===== src/rtl/chaos_pixel_diffuser.sv =====
// chaos_pixel_diffuser: chained add-XOR diffusion of a streamed image.
// Three extractor values become three key bytes. They are used in rotation,
// one byte per pixel, and a new triple is requested every third pixel.
// The same datapath encrypts or decrypts; the mode is latched at image start.
//
// Handshakes (valid/ready): a transfer happens on a rising clk edge when
// valid & ready are both high. Once valid is raised, the producer holds the
// data stable until the transfer. ready may depend combinationally on the
// consumer's own ready (pix_ready follows out_ready), but never on valid.
module chaos_pixel_diffuser #(
  parameter int          NUM_PIXELS = 65536,
  parameter int          CNT_W      = 17,
  parameter logic [7:0]  IV         = 8'h5A
) (
  input  logic          clk,
  input  logic          rst,
  input  logic          start,
  input  logic          decrypt,
  input  logic          key_valid,
  output logic          key_ready,
  input  logic [22:0]   ex1,
  input  logic [22:0]   ex2,
  input  logic [22:0]   ex3,
  input  logic          pix_valid,
  input  logic [7:0]    pix_data,
  output logic          pix_ready,
  output logic          out_valid,
  output logic [7:0]    out_data,
  input  logic          out_ready,
  output logic          busy,
  output logic          done
);

  typedef enum logic [1:0] {
    IDLE     = 2'd0,
    LOAD_KEY = 2'd1,
    RUN      = 2'd2,
    DRAIN    = 2'd3
  } state_t;

  localparam logic [CNT_W-1:0] LAST_PIX = CNT_W'(NUM_PIXELS - 1);

  state_t           state;
  logic [7:0]       chain;
  logic [1:0]       kidx;
  logic [CNT_W-1:0] cnt;
  logic [7:0]       key0, key1, key2;
  logic             mode;

  logic [7:0]       k_cur;
  logic [7:0]       y_enc;
  logic [7:0]       y_dec;
  logic [7:0]       y;
  logic             pix_acc;
  logic             out_acc;

  // Extractor bits 22:10 carry no key material.
  logic unused_ex_bits;
  assign unused_ex_bits = ^{ex1[22:10], ex2[22:10], ex3[22:10]};

  // Status and ready strobes are decoded from the state register only.
  assign key_ready = (state == LOAD_KEY);
  assign busy      = (state != IDLE);
  // One-entry output register: refillable in the cycle it drains.
  assign pix_ready = (state == RUN) && (!out_valid || out_ready);
  assign pix_acc   = pix_valid && pix_ready;
  assign out_acc   = out_valid && out_ready;

  // Select the key byte for the current position in the key group.
  always_comb begin
    k_cur = key0;
    case (kidx)
      2'd1:    k_cur = key1;
      2'd2:    k_cur = key2;
      default: k_cur = key0;
    endcase
  end

  // Encrypt chains on the cipher output, decrypt chains on the cipher input,
  // so both directions see the same chain sequence.
  assign y_enc = (pix_data + k_cur) ^ chain;
  assign y_dec = (pix_data ^ chain) - k_cur;
  assign y     = mode ? y_dec : y_enc;

  // Control FSM, key capture, chaining state and output register.
  always_ff @(posedge clk or posedge rst) begin
    if (rst) begin
      state     <= IDLE;
      chain     <= IV;
      kidx      <= 2'd0;
      cnt       <= '0;
      key0      <= 8'h00;
      key1      <= 8'h00;
      key2      <= 8'h00;
      mode      <= 1'b0;
      out_valid <= 1'b0;
      out_data  <= 8'h00;
      done      <= 1'b0;
    end else begin
      done <= 1'b0;
      if (pix_acc) begin
        out_valid <= 1'b1;
        out_data  <= y;
      end else if (out_acc) begin
        out_valid <= 1'b0;
      end
      case (state)
        IDLE: begin
          if (start) begin
            state <= LOAD_KEY;
            cnt   <= '0;
            chain <= IV;
            mode  <= decrypt;
          end
        end
        LOAD_KEY: begin
          if (key_valid) begin
            key0  <= ex1[7:0] ^ {6'b0, ex1[9:8]};
            key1  <= ex2[7:0] ^ {6'b0, ex2[9:8]};
            key2  <= ex3[7:0] ^ {6'b0, ex3[9:8]};
            kidx  <= 2'd0;
            state <= RUN;
          end
        end
        RUN: begin
          if (pix_acc) begin
            chain <= mode ? pix_data : y_enc;
            kidx  <= (kidx == 2'd2) ? 2'd0 : kidx + 2'd1;
            cnt   <= cnt + 1'b1;
            if (cnt == LAST_PIX) begin
              state <= DRAIN;
            end else if (kidx == 2'd2) begin
              state <= LOAD_KEY;
            end
          end
        end
        DRAIN: begin
          if (!out_valid || out_ready) begin
            done  <= 1'b1;
            state <= IDLE;
          end
        end
        default: state <= IDLE;
      endcase
    end
  end

endmodule


===== config.mk =====
export PLATFORM = sky130hd
export DESIGN_NAME = chaos_pixel_diffuser
export DESIGN_NICKNAME = d
export VERILOG_FILES = /design/src/rtl/chaos_pixel_diffuser.sv
export SDC_FILE = /design/constraint.sdc
export NUM_CORES = 1
export LEC_CHECK = 0
export BUFFER_PORTS_ARGS = -buffer_cell sky130_fd_sc_hd__buf_2
export CAP_MARGIN = 25
export CELL_PAD_IN_SITES_DETAIL_PLACEMENT = 1
export CELL_PAD_IN_SITES_GLOBAL_PLACEMENT = 1
export CORE_MARGIN = 2
export CORE_UTILIZATION = 30
export DETAILED_ROUTE_END_ITERATION = 10
export PLACE_DENSITY = 0.63
export SLEW_MARGIN = 0
export SYNTH_ARGS = -nofsm -noshare
export SYNTH_HDL_FRONTEND = slang
export SYNTH_SLANG_ARGS = --single-unit
export TNS_END_PERCENT = 100

===== constraint.sdc =====
create_clock -name clk -period 7.8 [get_ports clk]
set_clock_uncertainty 0.2 [all_clocks]
set_input_delay 0.78 -clock clk [delete_from_list [all_inputs] [get_ports clk]]
set_output_delay 0.78 -clock clk [all_outputs]
set_load 0.02 [all_outputs]

**After elaboration in Yosys (flattened, before gate mapping)**

Cells that the tools add are included.

- $add $sub $neg: 4
- $mul: 0
- Divide/modulo/power cells: 0
- $lt $le $gt $ge: 0
- Eq/ne operators: 11
- Shift-type cells: 0
- Multiplexer cells: 24
- Bitwise operators: 5
- Reduce and logical (&&, ||, !) cells: 15

Operator list:

| operator | number |
|---|---|
| 17-bit two-way mux | 2 |
| 17-bit case mux with 2 select lines | 1 |
| 8-bit two-way mux | 4 |
| 8-bit case mux with 2 select lines | 2 |
| 8-bit by 2-bit XOR with 8-bit output | 3 |
| 2-bit two-way mux | 9 |
| 17-bit by 1-bit adder with 17-bit output (second input constant) | 1 |
| 17-bit by 16-bit equality test with 1-bit output (second input constant) | 1 |
| 8-bit XOR | 2 |
| 8-bit adder | 1 |
| 2-bit inequality test (second input constant) | 4 |
| 2-bit case mux with 4 select lines | 1 |
| 2-bit nonzero test | 4 |
| 8-bit subtractor | 1 |
| 2-bit equality test (second input constant) | 3 |
| 3-bit AND reduction | 2 |
| 5-bit AND reduction | 1 |
| 2-bit by 1-bit equality test with 1-bit output (second input constant) | 2 |
| 1-bit two-way mux | 4 |
| 2-bit case mux with 2 select lines | 1 |
| 2-bit AND reduction | 2 |
| 1-bit logical AND | 3 |
| 3-bit by 1-bit inequality test with 1-bit output (second input constant) | 1 |
| 2-bit by 1-bit adder with 2-bit output (second input constant) | 1 |
| other kinds (3) | 3 |

- Flip-flop bits (word level): 64
- Bits in latches: 0
- Bits in writable memories: 0
- Bits in read-only memories: 0
- Input bits: 84
- Output and inout bits: 13
- Logic and storage cells: 70
- Memories kept: 0

**Logic depth before layout (Yosys ltp)**

Gate-level depths: netlist of run 1.

- Depth in word-level cells: 7
- Gate-level depth with buffers: 14
- Depth with buffers taken out: 12

**Worst setup path after synthesis of run 1**

OpenSTA, ideal clock, no wires.

- Path kind: reg-to-reg
- From: register kidx[0]
- To: register out_data[6]
- Setup time: 149 ps
- Data arrival time: 2788 ps
- Required time: 7451 ps
- Path slack: 4663 ps
- Cell stages (with the launch flop): 15
- Buffers on the path: 2
- Clock period less this slack: 3137 ps
- Path through: dfrtp_1 inv_1 ha_1 clkbuf_1 clkbuf_1 nor2_1 a21oi_1 ha_1 inv_1 fa_1 a211oi_1 o21bai_1 a21oi_1 mux2i_1 o311ai_0

- Longest elaborated chain between the ends: 5
- Elaborated cells between the ends (all ways): 7
- Those cells by class: 2 x add/sub; 2 x eq/ne; 2 x mux; 1 x bitwise

Ends and longest elaborated chain:

| element | line | RTL |
|---|---|---|
| start, declared | 45 | `logic [1:0] kidx;` |
| start signal, assigned | 128 | `kidx <= (kidx == 2'd2) ? 2'd0 : kidx + 2'd1;` |
| 2-bit equality test / 2-bit by 1-bit equality test with 1-bit output (equally long branches) | 72 | `case (kidx)` |
| 8-bit case mux with 2 select lines (*) | 72 |  |
| 8-bit adder | 81 | `assign y_enc = (pix_data + k_cur) ^ chain;` |
| 8-bit XOR | 81 |  |
| 8-bit two-way mux (*) | 83 | `assign y = mode ? y_dec : y_enc;` |
| end signal, assigned | 103 | `out_data <= y;` |
| end, declared | 28 | `output logic [7:0] out_data,` |

Mark *: on every way between the ends. The rest lies on a longest branch, timed or not.
A chain may end at the register's enable or synchronous reset.

**Final worst setup path of run 1**

- From: register kidx[1]
- To: register out_data[6]

The elaborated chain is that of the path after synthesis.

==> qor.txt, run 1 <==
Status: complete, no violations
# setup viols final: 0
Net Switching: 900.2 uW
Die width: 116.6 um
Hold WC Path Type: flip-flop to flip-flop
Power per cell area: 457.2 nW/um2
Max-Cap Viols: 0
Post-route ant nets: 0
Dpl hpwl: 6913 um
Core Util, Final: 0.3665
Crit path largest cell delay: 0.58 ns
Post-CTS Repair Setup Buffers: 0
Fin. max-slew vios: 0
Drt total wl: 9544 um
Die area: 13590 um2
GPL Wtd Cong: 0.7860
Largest net degree at the start of global routing: 65
Worst-margin pin slew: 0.8606 ns
Leakage: 2.005 nW
Root buf cell: clkbuf_16
I/O pin count: 97
Max clock buf depth: 2
Reg2Reg Setup Slack: 4.39 ns
Die height: 116.6 um
Final worst path period share: 0.4376
Worst-path clk slew: 0.06 ns
Diode count: 0
Pint: 1.197 mW
Post_cts resized: 0
Iter 0 DRT Violations: 78
DR vias: 2985
Placed cell area: 4279 um2
GRT overflow: 0
Core Area: 12520 um2
Worst skew pair latency: 0.33 ns
Crit-path slowest cell: ha_1
Row cnt: 41
Buf/Inv on CP: 2
Worst VDD drop: 152.9 uV
H-tree levels: 3
Placed instance count: 601
First-pass GRT wire length: 15720 um
Ys flop type: dfrtp_1
Setup_tns: 0 ns
Combinational Power Share: 0.531
First drt pass iteration count: 4
Worst Path Required: 7.78 ns
Vias per cell: 4.838
Starting density of the core: 0.3038
Synth Net Count: 490
Critical path fanouts, max: 16
Max_slew headroom: 0.4262
Netlist cell types: 59
TritonCTS Sinks: 64
Initial antenna violation count: 0
Yosys reg bits: 64
Mean post-synth cell area: 9.876 um2
Synth Warn #: 0
Endpoints failing hold: 0
Achievable Freq: 293.0 MHz
Gate Count Post-Synth: 385
Final hold slack: 0.2803 ns
Crit path DAT: 3.39 ns
Gr usage total: 0.1520
Clock power share: 0.199
Area leader, netlist: dfrtp_1
Final cell count without fillers: 617
I/O Buffers: 57
Synth top area cells: dfrtp_1 (39%), xnor2_1 (6.9%), ha_1 (6.3%), mux2_2 (5.3%), nor2_1 (3.8%)
Sequential area share after synthesis: 0.4225
Worst setup SP type: flip-flop
Vias in the first global route: 3078
CP Class: flip-flop to flip-flop
Crit path time final: 3.413 ns
RSZ-0062 raised after global routing: no
Synth Cell Area: 3802 um2
Critical path endpoint category: flip-flop
Sw Share: 0.4293
Nets: 545
Layout cells sized above 1: 0.2517
Wire per inst: 15.47 um
Cell family with most CP delay: adder cells
Hold-fix buffers at CTS: 0
CTS tree: yes
Layout area overhead: 20.63%
Post-synth EDFFs: 0
Crit-path cells: inv_1 > ha_1 > nor2_1 > a21oi_1 > ha_1 > inv_1 > fa_1 > a211oi_1 > o21bai_1 > a21oi_1 > mux2i_1 > o311ai_0
Final Cell Area: 4587 um2
Total CTS buffers: 9
# DRC: 0
Async SR Flop Fraction: 1.000
Top cell type's share of synthesized area: 0.3949
Reg power frac: 0.270
## path summary, 6_finish.rpt
| kind | startpoint | to | cells after the start |
|---|---|---|---|
| setup / recovery | kidx[1] | out_data[6] | 12 |
| hold / removal | key0[1] | key0[1] | 2 |
| setup reg to reg | kidx[1] | out_data[6] | 12 |
| hold reg to reg | key0[1] | key0[1] | 2 |
| max in group asynchronous | rst | key2[0] | 3 |
| min in group asynchronous | rst | out_valid | 3 |
## state kept, by name, indices dropped and copies added, names as in the netlist, 2 cells and up
| name | count |
|---|---|
| chain | 8 |
| state | 2 |
| key1 | 8 |
| key2 | 8 |
| cnt | 17 |
| kidx | 2 |
| key0 | 8 |
| out_data | 8 |
## placed cells by master (no fill, tap or decap), types with 3 or more instances in the layout
cell type and instances:
o31ai_1 3, a21oi_1 21, buf_2 57, a22oi_1 10
o2bb2ai_1 3, xor2_1 13, dfrtp_1 60, nand3_1 5
dfstp_2 4, clkbuf_16 9, buf_4 3, and2_1 4
nor2b_1 3, o22a_1 4, nand2_1 33, mux2_2 18
inv_1 15, nor2_1 38, ha_1 19, mux2i_1 4
xnor2_1 30, a211oi_1 5, o21ai_0 23, nor3_1 3
and3_1 3, nor4_1 5
## through the flow
stage / power [mW] / worst slack, ns
2_1_floorplan: 1.397 / 4.663
3_3_place_gp: 1.634 / 4.449
3_5_place_dp: 1.689 / 4.360
4_1_cts: 2.123 / 4.336
5_1_grt: 2.277 / 4.122
6_report: 2.097 / 4.387
## layer usage
layer | GRT usage | wire, um
met5 | 0 | 0
met1 | 0.1999 | 4437
met3 | 0.03425 | 366
met2 | 0.2492 | 4597
met4 | 0.04941 | 142
## power groups by stage
stage,Clock [mW],Combinational [mW],Sequential (mW)
final,0.417,1.11,0.567
after global routing,0.444,1.24,0.588
after CTS,0.430,1.12,0.570
after detailed placement,0,1.12,0.574
after global placement,0,1.07,0.567
after floorplan,0,0.842,0.554
## worst register-to-register path, delay by kind of cell, from the launching register on
kind / cells / cell delay, ns
flops: 1 / 0.36
simple gates: 1 / 0.08
mux: 1 / 0.20
buf+inv: 2 / 0.15
compound gates: 5 / 1.04
fa+ha+maj: 3 / 1.24
## layout make-up
| class | instances | area, um2 |
|---|---|---|
| clock buffers | 11 | 252.7 |
| clock inverters | 5 | 55.05 |
| fillers | 1451 | 7930 |
| inverters | 17 | 63.81 |
| multi-input cells | 287 | 2058 |
| flip-flops and latches | 64 | 1607 |
| well taps | 172 | 215.2 |
| repair buffers | 61 | 335.3 |
## logic make-up (layout without fill, tap and decap cells)
kind of cell	Yosys count	in the layout	share of synthesized area
buffers and inverters	34	94	0.03620
DFF	64	64	0.4225
AOI/OAI and AO/OA	85	85	0.1468
muxes	23	23	0.06680
adders and majority gates	21	21	0.07305
and+or+nand+nor	115	115	0.1556
xor gates and xnor gates	43	43	0.09905
## Yosys cell counts, types with 2 or more instances
cell type   n
nor3_1      3
a21oi_1    21
clkbuf_1    9
o211ai_1    2
or2_2       2
a31oi_1     2
mux2i_1     4
dfstp_2     4
a22oi_1    10
ha_1       19
nor4_1      5
xnor2_1    30
o22a_1      4
and3_1      3
nand4_1     2
o21ai_0    23
a21o_1      2
o2bb2ai_1   3
nand2_1    33
fa_1        2
and2_1      4
nor4b_1     2
xor2_1     13
inv_1      16
a211oi_1    5
dfrtp_1    60
nor2b_1     3
o31ai_1     3
nor2_1     38
nand3_1     5
mux2_2     18
buf_2       8
Note: power is estimated with default switching activity, not from simulation.
==> run 2: changes to the inputs <==
==> constraint.sdc (replaced) <==
create_clock -name clk -period 3.5 [get_ports clk]
set_clock_uncertainty 0.2 [all_clocks]
set_input_delay 0.35 -clock clk [delete_from_list [all_inputs] [get_ports clk]]
set_output_delay 0.35 -clock clk [all_outputs]
set_load 0.02 [all_outputs]
==> run 2 against run 1 <==
  * Critical endpoint is now out_data[7]
  * Worst hold slack got worse by 0.24 ns
  * Largest cell class unchanged
  * Flip-flop and latch count is the same
  * Die area did not move
  * Largest power group unchanged
  * Via count rose by 0.97%
  * Cell count increased by 0.97%
==> qor.txt, run 2 (same netlist as run 1, synthesis figures left out) <==
Status: complete, no violations
# DRC: 0 (unchanged)
Buf/Inv on CP: 2 (unchanged)
Post-CTS Repair Setup Buffers: 0 (unchanged)
Hold WC Path Type: input pin to flip-flop
Leakage: 2.052 nW (+2.3%)
Final Cell Area: 4673 um2 (+1.9%)
Core Util, Final: 0.3734 (+0.006898)
Row cnt: 41 (unchanged)
GPL Wtd Cong: 0.7822 (-0.48%)
Worst Hold Depth: 3 (+1)
Worst VDD drop: 382.1 uV (+150%)
R2r endpoint: out_data[7]
DR vias: 3014 (+0.97%)
Max reg flops: 17 (unchanged)
Worst skew pair latency: 0.33 ns (about the same)
Fin. max-slew vios: 0 (unchanged)
Placement Setup Slack: 0.2875 ns (-4.073 ns)
Worst-margin pin slew: 0.7249 ns (-0.1357 ns)
Die area: 13590 um2 (unchanged)
Crit-path slowest cell: o31ai_1
Critical path fanouts, max: 5 (-11)
Crit path time final: 3.264 ns (-0.1492 ns)
Iter 0 DRT Violations: 124 (+59%)
Reg2Reg Setup Slack: 0.24 ns (-4.15 ns)
Final worst path period share: 0.9326 (+0.4950)
Critical path endpoint category: flip-flop
Die height: 116.6 um (unchanged)
Crit path from: kidx[0]
Layout cells sized above 1: 0.2594 (+0.007738)
Initial antenna violation count: 0 (unchanged)
Endpoints failing hold: 0 (unchanged)
Crit path largest cell delay: 0.43 ns (-0.15 ns)
Diode count: 0 (unchanged)
Core Area: 12520 um2 (unchanged)
I/O Buffers: 57 (unchanged)
Worst-path clk slew: 0.06 ns (about the same)
Max-Cap Viols: 0 (unchanged)
I/O pin count: 97 (unchanged)
Cell family with most CP delay: compound AO/OA/AOI/OAI gates
Total CTS buffers: 9 (unchanged)
Die width: 116.6 um (unchanged)
Starting density of the core: 0.3038 (unchanged)
CP Class: flip-flop to flip-flop
H-tree levels: 3 (unchanged)
Vias per cell: 4.838 (about the same)
Post-route ant nets: 0 (unchanged)
First-pass GRT wire length: 15770 um (+0.31%)
Worst R2R Path Depth: 11 (-1)
Power per cell area: 1033 nW/um2 (+130%)
Gr usage total: 0.1518 (about the same)
Crit path DAT: 3.28 ns (-0.11 ns)
First drt pass iteration count: 4 (unchanged)
FF-to-FF Start: kidx[0]
Worst Path Required: 3.52 ns (-4.26 ns)
Vias in the first global route: 3114 (+1.2%)
Worst Hold Endpoint: mode
Max clock buf depth: 2 (unchanged)
Wire per inst: 15.40 um (-0.45%)
CTS tree: yes
Achievable Freq: 306.4 MHz (+4.6%)
Commonest non-fill, non-tap cells in the layout: dfrtp_1 (60), buf_2 (57), nor2_1 (38)
# setup viols final: 0 (unchanged)
TritonCTS Sinks: 64 (unchanged)
Placed cell area: 4289 um2 (+0.23%)
Drt total wl: 9593 um (+0.51%)
Max_slew headroom: 0.5154 (+0.08913)
Crit-path cells: inv_1 > ha_1 > a22oi_1 > a21oi_1 > inv_1 > ha_1 > nor2b_1 > o31ai_1 > a211oi_1 > o2111a_1 > a221o_1
RSZ-0062 raised after global routing: no
Nets: 551 (+1.1%)
Dpl hpwl: 7057 um (+2.1%)
GRT overflow: 0 (unchanged)
Largest reg by FF count: cnt
Setup_tns: 0 ns (unchanged)
Layout area overhead: 22.90%
Worst setup SP type: flip-flop
Final hold slack: 0.04105 ns (-0.2393 ns)
Largest net degree at the start of global routing: 44 (-32%)
Hold wc startpoint: decrypt
Worst setup margin: 0.2358 ns (-4.151 ns)
Most common cell after layout, fill and taps aside: dfrtp_1
Root buf cell: clkbuf_16
[run 2: changes by cell type in the layout (fill, tap and decap cells not counted), sizes merged]
cell         delta
clkinv          -1
clkinvlp        -1
clkbuf          -1
inv             +1
buf             +5
bufinv          +2
dlygate4sd3     +1
[run 2: per-layer routing]
| metal | GRT usage | up-vias | wire length (um) |
|---|---|---|---|
| met5 | 0 | - | 0 |
| met4 | 0.04235 | 0 | 133 |
| met3 | 0.03996 | 7 | 398 |
| met1 | 0.1974 | 1487 | 4381 |
| met2 | 0.2508 | 51 | 4680 |
| li1 | - | 1469 | - |
[run 2: layout make-up]
type / instances / area, um2
fillers: 1455 / 7844
multi-input cells: 287 / 2058
flip-flops and latches: 64 / 1607
repair buffers: 67 / 375.4
clock buffers: 10 / 239.0
well taps: 172 / 215.2
clock inverters: 6 / 115.1
inverters: 17 / 63.81
[run 2: repair_timing]
item | 4_1_cts | 5_1_grt
hold endpoints to repair | 0 | 11
gates resized for setup | 0 | 0
hold buffers | 0 | 1
[run 2: tightest hold or removal path: stages]
cell     delay [ns]
buf_2          0.07
nand2_1        0.04
o21ai_0        0.06
[run 2: how the worst max path moves through the flow]
stage | cells past startpoint | slack, ns | to
2_1_floorplan | 14 | 0.36 | out_data[6]
3_3_place_gp | 11 | 0.36 | out_data[6]
3_5_place_dp | 11 | 0.29 | out_data[7]
4_1_cts | 11 | 0.24 | out_data[7]
5_1_grt | 11 | 0.0007 | out_data[7]
6_report | 11 | 0.24 | out_data[7]
[run 2: report_power, final]
group          leakage [nW]  switching [mW]  total, mW  internal [mW]
combinational          1.08            1.46       2.53           1.07
clock                 0.169           0.354       1.07          0.719
sequential            0.807           0.206       1.23           1.02
total                  2.05            2.02       4.83           2.81
[run 2: through the flow]
| stage | cells | power (mW) |
|---|---|---|
| 6_report | 623 | 4.829 |
| 4_1_cts | 621 | 4.871 |
| 5_1_grt | 623 | 5.223 |
| 3_3_place_gp | 605 | 3.665 |
| 2_1_floorplan | 385 | 3.113 |
| 3_5_place_dp | 605 | 3.752 |
